File: config.mk
export PLATFORM = sky130hd
export DESIGN_NAME = ssd_bcd_scanner
export DESIGN_NICKNAME = d
export VERILOG_FILES = /design/src/rtl/ssd_bcd_scanner.sv
export SDC_FILE = /design/constraint.sdc
export NUM_CORES = 1
export LEC_CHECK = 0
export ABC_AREA = 1
export BUFFER_PORTS_ARGS = -buffer_cell sky130_fd_sc_hd__buf_2
export CORE_UTILIZATION = 31
export DETAILED_ROUTE_END_ITERATION = 16
export PLACE_DENSITY = 0.51
export SLEW_MARGIN = 20
export SYNTH_ARGS = -nofsm -noshare
export SYNTH_HDL_FRONTEND = slang
export SYNTH_SLANG_ARGS = --single-unit
File: constraint.sdc
create_clock -name board_clk -period 3.2 [get_ports board_clk]
set_input_delay 0.32 -clock board_clk [delete_from_list [all_inputs] [get_ports board_clk]]
set_output_delay 0.32 -clock board_clk [all_outputs]
set_load 0.05 [all_outputs]
File: src/rtl/ssd_bcd_scanner.sv
// Binary-to-BCD converter (serial double-dabble) driving a multiplexed seven-segment display.
// Optional leading-zero blanking: define SSD_LZ_BLANK_EN.
module ssd_bcd_scanner #(
  parameter int unsigned NUM_DIGITS = 4,
  parameter int unsigned BIN_W      = 8,
  parameter int unsigned SCAN_DIV_W = 18
) (
  input  logic                    board_clk,
  input  logic                    Reset,
  input  logic                    load,
  input  logic [BIN_W-1:0]        bin_in,
  output logic                    busy,
  output logic [4*NUM_DIGITS-1:0] bcd_out,
  output logic                    overflow,
  output logic [NUM_DIGITS-1:0]   an,
  output logic [7:0]              cathodes
);

  localparam int unsigned OUT_W      = 4 * NUM_DIGITS;
  // 0.31 > log10(2), so this digit count always covers 2^BIN_W - 1
  localparam int unsigned BIN_DIGITS = (BIN_W * 31) / 100 + 1;
  localparam int unsigned BCD_DIGITS = ((BIN_DIGITS > NUM_DIGITS) ? BIN_DIGITS : NUM_DIGITS) + 1;
  localparam int unsigned BCD_W      = 4 * BCD_DIGITS;
  localparam int unsigned CNT_W      = (BIN_W > 1) ? $clog2(BIN_W) : 1;
  localparam int unsigned IDX_W      = (NUM_DIGITS > 1) ? $clog2(NUM_DIGITS) : 1;

  typedef enum logic [1:0] {S_IDLE, S_SHIFT, S_DONE} state_t;

  state_t                state_q, state_d;
  logic [CNT_W-1:0]      cnt_q, cnt_d;
  logic [BIN_W-1:0]      bin_q, bin_d;
  logic [BCD_W-1:0]      sh_q, sh_d;
  logic                  busy_q, busy_d;
  logic [OUT_W-1:0]      bcd_q, bcd_d;
  logic                  ovf_q, ovf_d;
  logic [SCAN_DIV_W-1:0] pre_q, pre_d;
  logic [IDX_W-1:0]      idx_q, idx_d;
  logic [NUM_DIGITS-1:0] an_q, an_d;
  logic [7:0]            cath_q, cath_d;

  logic [BCD_W-1:0]      adj;
  logic [BCD_W:0]        shifted;
  logic [IDX_W+1:0]      nib_base;
  logic [3:0]            nib;
  logic                  blank;

  function automatic logic [6:0] seg7(input logic [3:0] n);
    case (n)
      4'h0:    seg7 = 7'b0000001;
      4'h1:    seg7 = 7'b1001111;
      4'h2:    seg7 = 7'b0010010;
      4'h3:    seg7 = 7'b0000110;
      4'h4:    seg7 = 7'b1001100;
      4'h5:    seg7 = 7'b0100100;
      4'h6:    seg7 = 7'b0100000;
      4'h7:    seg7 = 7'b0001111;
      4'h8:    seg7 = 7'b0000000;
      4'h9:    seg7 = 7'b0000100;
      4'hA:    seg7 = 7'b0001000;
      4'hB:    seg7 = 7'b1100000;
      4'hC:    seg7 = 7'b0110001;
      4'hD:    seg7 = 7'b1000010;
      4'hE:    seg7 = 7'b0110000;
      default: seg7 = 7'b0111000;
    endcase
  endfunction

  // Conversion FSM; the result commits on the last shift so bcd_out never shows partial sums
  always_comb begin
    state_d = state_q;
    cnt_d   = cnt_q;
    bin_d   = bin_q;
    sh_d    = sh_q;
    bcd_d   = bcd_q;
    ovf_d   = ovf_q;

    adj = sh_q;
    for (int i = 0; i < int'(BCD_DIGITS); i++) begin
      if (sh_q[4*i +: 4] >= 4'd5) adj[4*i +: 4] = sh_q[4*i +: 4] + 4'd3;
    end
    shifted = {adj, bin_q[BIN_W-1]};

    case (state_q)
      S_IDLE, S_DONE: begin
        state_d = S_IDLE;
        if (load) begin
          state_d = S_SHIFT;
          bin_d   = bin_in;
          sh_d    = '0;
          cnt_d   = '0;
        end
      end
      S_SHIFT: begin
        sh_d  = shifted[BCD_W-1:0];
        bin_d = bin_q << 1;
        cnt_d = cnt_q + CNT_W'(1);
        if (cnt_q == CNT_W'(BIN_W - 1)) begin
          state_d = S_DONE;
          bcd_d   = shifted[OUT_W-1:0];
          ovf_d   = |shifted[BCD_W:OUT_W];
        end
      end
      default: state_d = S_IDLE;
    endcase
    busy_d = (state_d == S_SHIFT);

    // Free-running digit scan, decoded from next-state values so anodes and index stay aligned
    pre_d = pre_q + SCAN_DIV_W'(1);
    idx_d = idx_q;
    if (pre_q == '1) idx_d = (idx_q == IDX_W'(NUM_DIGITS - 1)) ? '0 : idx_q + IDX_W'(1);

    nib_base = {idx_d, 2'b00};
    nib      = 4'(bcd_d >> nib_base);
`ifdef SSD_LZ_BLANK_EN
    blank = (idx_d != '0) && ((bcd_d >> nib_base) == '0) && !ovf_d;
`else
    blank = 1'b0;
`endif
    an_d   = blank ? '1 : ~(NUM_DIGITS'(1) << idx_d);
    cath_d = ovf_d ? 8'b11111101 : {seg7(nib), 1'b1};
  end

  always_ff @(posedge board_clk or posedge Reset) begin
    if (Reset) begin
      state_q <= S_IDLE;
      cnt_q   <= '0;
      bin_q   <= '0;
      sh_q    <= '0;
      busy_q  <= 1'b0;
      bcd_q   <= '0;
      ovf_q   <= 1'b0;
      pre_q   <= '0;
      idx_q   <= '0;
      an_q    <= ~NUM_DIGITS'(1);
      cath_q  <= 8'b00000011;
    end else begin
      state_q <= state_d;
      cnt_q   <= cnt_d;
      bin_q   <= bin_d;
      sh_q    <= sh_d;
      busy_q  <= busy_d;
      bcd_q   <= bcd_d;
      ovf_q   <= ovf_d;
      pre_q   <= pre_d;
      idx_q   <= idx_d;
      an_q    <= an_d;
      cath_q  <= cath_d;
    end
  end

  assign busy     = busy_q;
  assign bcd_out  = bcd_q;
  assign overflow = ovf_q;
  assign an       = an_q;
  assign cathodes = cath_q;

endmodule
; ---- Word-level counts from Yosys, hierarchy flattened
; Memories as Yosys holds them, arrays and structs flattened.
; Index checks and enable logic that the tools add are counted.
[word_totals]
romBits = 112
ff_bits = 83
word_cells = 61
output_inout_bits = 30
in_bits = 11
n_memories = 1
[mem_list]
columns = name, depth, word_bits, rd, rd_ports_with_merged_regs, wr, line
row1 = (name not given), 16, 7, 1, 0, 0, 48  ; case (n)
[classes]
n_lt_le_gt_ge = 5
n_eq_ne = 7
addsub = 8
mux = 21
bitwise = 1
shifts = 2
reduce_logical = 5
[ops]
columns = cell, count
row1 = $pmux 20 s2, 1
row2 = $mux 16, 2
row3 = $add 4x2->4 const B, 5
row4 = $ge 4x3->1 const B, 5
row5 = $mux 20, 1
row6 = $mux 4, 5
row7 = $add 18x1->18 const B, 1
row8 = $eq 18x18->1 const B, 1
row9 = $mux 8, 2
row10 = $pmux 8 s2, 1
row11 = $shr 16x4->4, 1
row12 = $mux 2, 3
row13 = $pmux 3 s2, 1
row14 = $reduce_or 5->1, 1
row15 = $eq 2x1->1 const B, 2
row16 = $eq 2x2->1 const B, 2
row17 = $not 4->4, 1
row18 = $pmux 2 s2, 1
row19 = $shl 1x2->4 const A, 1
row20 = $add 3x1->3 const B, 1
row21 = $eq 3x3->1 const B, 1
row22 = $mux 1, 3
row23 = $mux 3, 1
row24 = $add 2x1->2 const B, 1
row25 = 5 further kinds, 5

; ---- Logic depth before layout (Yosys ltp)
; An unclocked memory read counts as a cell.
[logic_depth]
word_depth = 7
ltp_mapped = 20
depth_no_buf = 20

; ---- Worst setup path after synthesis
; Ideal clock, no wire load.
[synth_path]
path_kind = register to register
startpoint = register cnt_q[0]
endpoint = register cath_q[4], in the netlist cathodes[4]
period_less_slack_ns = 2.284
arrival_time_ns = 2.157
setup_time_ns = 0.127
path_stages_with_launch = 18
setup_slack_ns = 0.916
t_required_ns = 3.073
cell_sequence = dfrtp_1 ha_1 ha_1 nand2_2 clkbuf_1 nand2_1 nand2_1 nand3_1 nand2_1 nand2_1 nand2_2 inv_2 ha_1 inv_1 nand2_1 nand2_1 nand2_1 nand3_1
[synth_via]
elab_chain_cells = 6
[synth_lines]
columns = item, line
row1 = "start, declared", 30  ; logic [CNT_W-1:0] cnt_q, cnt_d;
row2 = "start signal, assigned", 138  ; cnt_q <= cnt_d;
row3 = $eq 3x3->1, 97  ; if (cnt_q == CNT_W'(BIN_W - 1)) begin
row4 = $mux 16, 97
row5 = $mux 16, 83  ; case (state_q)
row6 = named net bcd_d[1], 34  ; logic [OUT_W-1:0] bcd_q, bcd_d;
row7 = $shr 16x4->4, 113  ; nib = 4'(bcd_d >> nib_base);
row8 = $mem_v2 16x7, -
row9 = $mux 8, 120  ; cath_d = ovf_d ? 8'b11111101 : {seg7(nib), 1'b1};
row10 = named net cath_d[4], 39  ; logic [7:0] cath_q, cath_d;
row11 = "end signal, assigned", 147  ; cath_q <= cath_d;
row12 = "end, declared", 39
; The timed path passes the listed nets, and every way through them passes these cells.
; A chain may end at the register's enable or synchronous reset.

; ---- Final worst setup path
[layout_path]
startpoint = register sh_q[4]
endpoint = register cath_q[3], in the netlist cathodes[3]
[layout_via]
elab_chain_cells = 7
[layout_lines]
columns = item, line
row1 = "start, declared", 32  ; logic [BCD_W-1:0] sh_q, sh_d;
row2 = "start signal, assigned", 128  ; sh_q <= '0;
row3 = "start signal, assigned", 140  ; sh_q <= sh_d;
row4 = $add 4x2->4 or $ge 4x3->1 (tied branches), 79  ; if (sh_q[4*i +: 4] >= 4'd5) adj[4*i +: 4] = sh_q[4*i +: 4] + 4'd3;
row5 = $mux 4 (*), 79
row6 = $mux 16 (*), 97
row7 = $mux 16 (*), 83
row8 = named net bcd_d[5], 34
row9 = $shr 16x4->4 (*), 113
row10 = $mem_v2 16x7 (*), -
row11 = $mux 8 (*), 120
row12 = named net cath_d[3], 39
; Mark *: on every way through the listed nets, which the timed path passes. The rest lies on a longest branch.

==> results.sh <==
export IMPL_wire_per_inst_um=12.7
export IMPL_drtIter0Drc=253
export IMPL_synthFlopType="dfrtp_1"
export IMPL_crit_path_cell_trace="inv_1 -> ha_1 -> inv_1 -> o21ai_1 -> nand2_1 -> nand2_1 -> nand2_1 -> o21ai_0 -> nand2_1 -> nand2_1 -> nand2_1 -> nand2_2 -> inv_2 -> ha_1 -> nand3_1 -> nor2_2 -> nor2_1 -> nand2_1"
export IMPL_clk_latency_ps=340
export IMPL_via_count=3261
export IMPL_fin_ws_ps=611
export IMPL_ir_drop_mv=0.262
export IMPL_clock_skew_ps=6.89
export IMPL_yosysWarnings=0
export IMPL_reg2reg_slack_ps=610
export IMPL_synth_simple_area_share_pct=25.3
export IMPL_ant_nets=0
export IMPL_cts_made_buffers=9
export IMPL_fmax_mhz=386
export IMPL_cts_tree="built"
export IMPL_drive_gt1_share_pct=18.5
export IMPL_antenna_found_initial=0
export IMPL_leakage_nw=2.53
export IMPL_hold_start="bin_in[0]"
export IMPL_worstPathRequired_ps=3430
export IMPL_first_pass_iters=4
export IMPL_critPathMaxStageDelay_ps=400
export IMPL_crit_buf_inv=3
export IMPL_dp_final_hpwl_um=6520
export IMPL_fillCellCount=1395
export IMPL_pin_count=41
export IMPL_cts_buffer_depth=2
export IMPL_synthAdderAreaFrac_pct=6.16
export IMPL_synth_xor_xnor_area_share_pct=4.11
export IMPL_fin_util_pct=37.0
export IMPL_postSynthAreaPerCell_sq_um=8.65
export IMPL_min_period_ps=2590
export IMPL_grt_first_pass_wirelength_um=15700
export IMPL_numPortBuffers=39
export IMPL_synth_cells=493
export IMPL_synth_top_cell_area_share_pct=45.8
export IMPL_hold_path_class="primary input to flip-flop"
export IMPL_rr_startpoint="sh_q[4]"
export IMPL_synth_area_sq_um=4270
export IMPL_fin_nets=568
export IMPL_diodes=0
export IMPL_status="finished clean"
export IMPL_rsz0062_at_grt="false"
export IMPL_async_flop_share_pct=100
export IMPL_coreArea_sq_um=13300
export IMPL_slowest_stage="dfrtp_1"
export IMPL_cp_top_family="simple AND/OR/NAND/NOR gates"
export IMPL_cap_violations=0
export IMPL_die_y_um=119
export IMPL_setup_violations_final=0
export IMPL_cp_arrival_ps=2810
export IMPL_ys_types=34
export IMPL_rr_worst_depth=18
export IMPL_cp_common_cell="nand2_1"
export IMPL_hold_depth=3
export IMPL_synth_area_top_cells="dfrtp_1 46%, nand2_1 12%, ha_1 6.2%"
export IMPL_yosysTopAreaCell="dfrtp_1"
export IMPL_syn2layout_area_growth_pct=15.9
export IMPL_gp_congestion=0.780
export IMPL_synth_compound_area_share_pct=9.12
export IMPL_grt_overflow=0
export IMPL_dp_slack_ps=656
export IMPL_die_area_sq_um=14200
export IMPL_ys_ff_latch=82
export IMPL_cts_num_sinks=82
export IMPL_start_kind="flip-flop"
export IMPL_worst_hold_path_endpoint="bin_q[0]"
export IMPL_startpoint="sh_q[4]"
export IMPL_crit_fanout=6
export IMPL_synthesis_nets=525
export IMPL_clockRootBuffer="clkbuf_16"
export IMPL_viasPerCell=4.55
export IMPL_track_usage_pct=14.2
export IMPL_muxShareOfSynthArea_pct=0
export IMPL_crit_type="flip-flop to flip-flop"
export IMPL_power_density_nw_per_um2=993
export IMPL_clk_pin_slew_worst_paths_ps=60
export IMPL_ys_seq_area_share_pct=48.2
export IMPL_htreeDepth=3
export IMPL_finalCritPeriodShare_pct=80.9
export IMPL_finalNonFillerCells=717
export IMPL_worstReg2RegEnd="cathodes[3]"
export IMPL_fp_dieW_um=119
export IMPL_placed_cells=700
export IMPL_final_hold_violation_count=0
export IMPL_start_util_pct=32.0
export IMPL_drv_slew=0
export IMPL_fin_setup_tns_ps=0
export IMPL_drt_total_wl_um=9100
export IMPL_grt_pass1_vias=3187
export IMPL_cp_end_kind="flip-flop"
export IMPL_grt_max_degree=34
export IMPL_synth_top_family_by_area="simple AND/OR/NAND/NOR gates"
export IMPL_synth_edf_count=0
export IMPL_whs_ps=222
export IMPL_drc=0
export IMPL_num_rows=42
[how the worst max path moves through the flow]
| stage | to | slack (ps) | cells after the start |
|---|---|---|---|
| after detailed placement | cathodes[6] | 660 | 18 |
| after floorplan | an[0] | 780 | 1 |
| after CTS | cathodes[3] | 630 | 18 |
| after global routing | cathodes[4] | 270 | 18 |
| final | cathodes[3] | 610 | 18 |
| after global placement | cathodes[6] | 720 | 18 |
[cells in the mapped netlist, types with 7 or more instances]
library cell,count
ha_1,21
nand2_2,14
xnor2_1,7
o21ai_0,40
clkbuf_1,9
o22ai_1,9
dfrtp_1,78
nor2_1,13
nand4_1,8
o211ai_1,8
nand3_1,41
nand2_1,134
inv_1,55
xor2_1,13
[power breakdown]
group / internal, W / switching (W) / total, W
Sequential: 0.00137 / 0.000171 / 0.00154
Clock: 0.000587 / 0.000399 / 0.000986
Combinational: 0.000691 / 0.00169 / 0.00238
[state kept, by name, summed over array words and instances (netlist names)]
name / cells
an: 4
bcd_out: 16
bin_q: 8
busy: 1
cathodes: 7
cnt_q: 3
idx_q: 2
overflow: 1
pre_q: 18
sh_q: 20
state_q: 2
[kinds of logic (layout without fill, tap and decap cells)]
family	after synthesis	in the layout
compound gates	68	68
xor+xnor	20	20
fa+ha+maj	21	21
buf+inv	73	121
flops	82	82
other cells	1	1
simple gates	228	228
[placed cells by master, fill, tap and decap left out, types with 2 or more instances in the layout]
master     netlist  routed
nor2_1          13      13
o22ai_1          9       9
o21ai_0         40      40
xor2_1          13      13
a21oi_1          3       3
clkinv_2         0       3
nor2_4           4       4
o211ai_1         8       8
clkbuf_16        0       9
nand4_1          8       8
or2_2            2       2
xnor2_1          7       7
o21ai_1          3       3
clkbuf_8         0       3
nand3b_1         2       2
nand2_2         14      14
nand2_1        134     134
inv_1           55      54
dfrtp_1         78      78
a21boi_0         2       2
buf_2            0      39
nand2_4          4       4
dfstp_2          4       4
buf_4            2       5
nor2_2           3       3
inv_2            4       4
clkbuf_1         9       2
nand3_1         41      41
ha_1            21      21
[per-layer routing]
layer	global-route usage, %	vias to the layer above	part of all wire [%]
li1	-	1669	-
met1	18.4	1526	49
met3	4.55	8	4.0
met2	22.4	58	46
met5	0	-	0
met4	4.38	0	0.87
[worst min-delay path, cell delays in order]
cell and delay, ps:
buf_2 80, nand3_1 60, o21ai_0 70
[stage by stage]
| stage | instance area [sq um] | total power (W) |
|---|---|---|
| 3_5_place_dp | 4650 | 0.00395 |
| 6_report | 4940 | 0.00491 |
| 4_1_cts | 4940 | 0.00497 |
| 3_3_place_gp | 4650 | 0.00391 |
| 5_1_grt | 4940 | 0.00535 |
| 2_1_floorplan | 4270 | 0.00339 |
[repair_timing]
item	in CTS	in global routing
buffers inserted	0	0
hold endpoints to repair	22	0
resized for setup	0	0
hold buffers	1	0
[final cells by class]
cell class	instances	area [sq um]	area share (%)
repair buffers	45	243	4.91
multi-input cells	338	1910	38.6
clock inverters	2	10.0	0.203
inverters	60	229	4.63
clock buffers	14	274	5.54
well taps	176	220	4.46
flip-flops and latches	82	2060	41.6
Power figures use the tool's default switching activity.
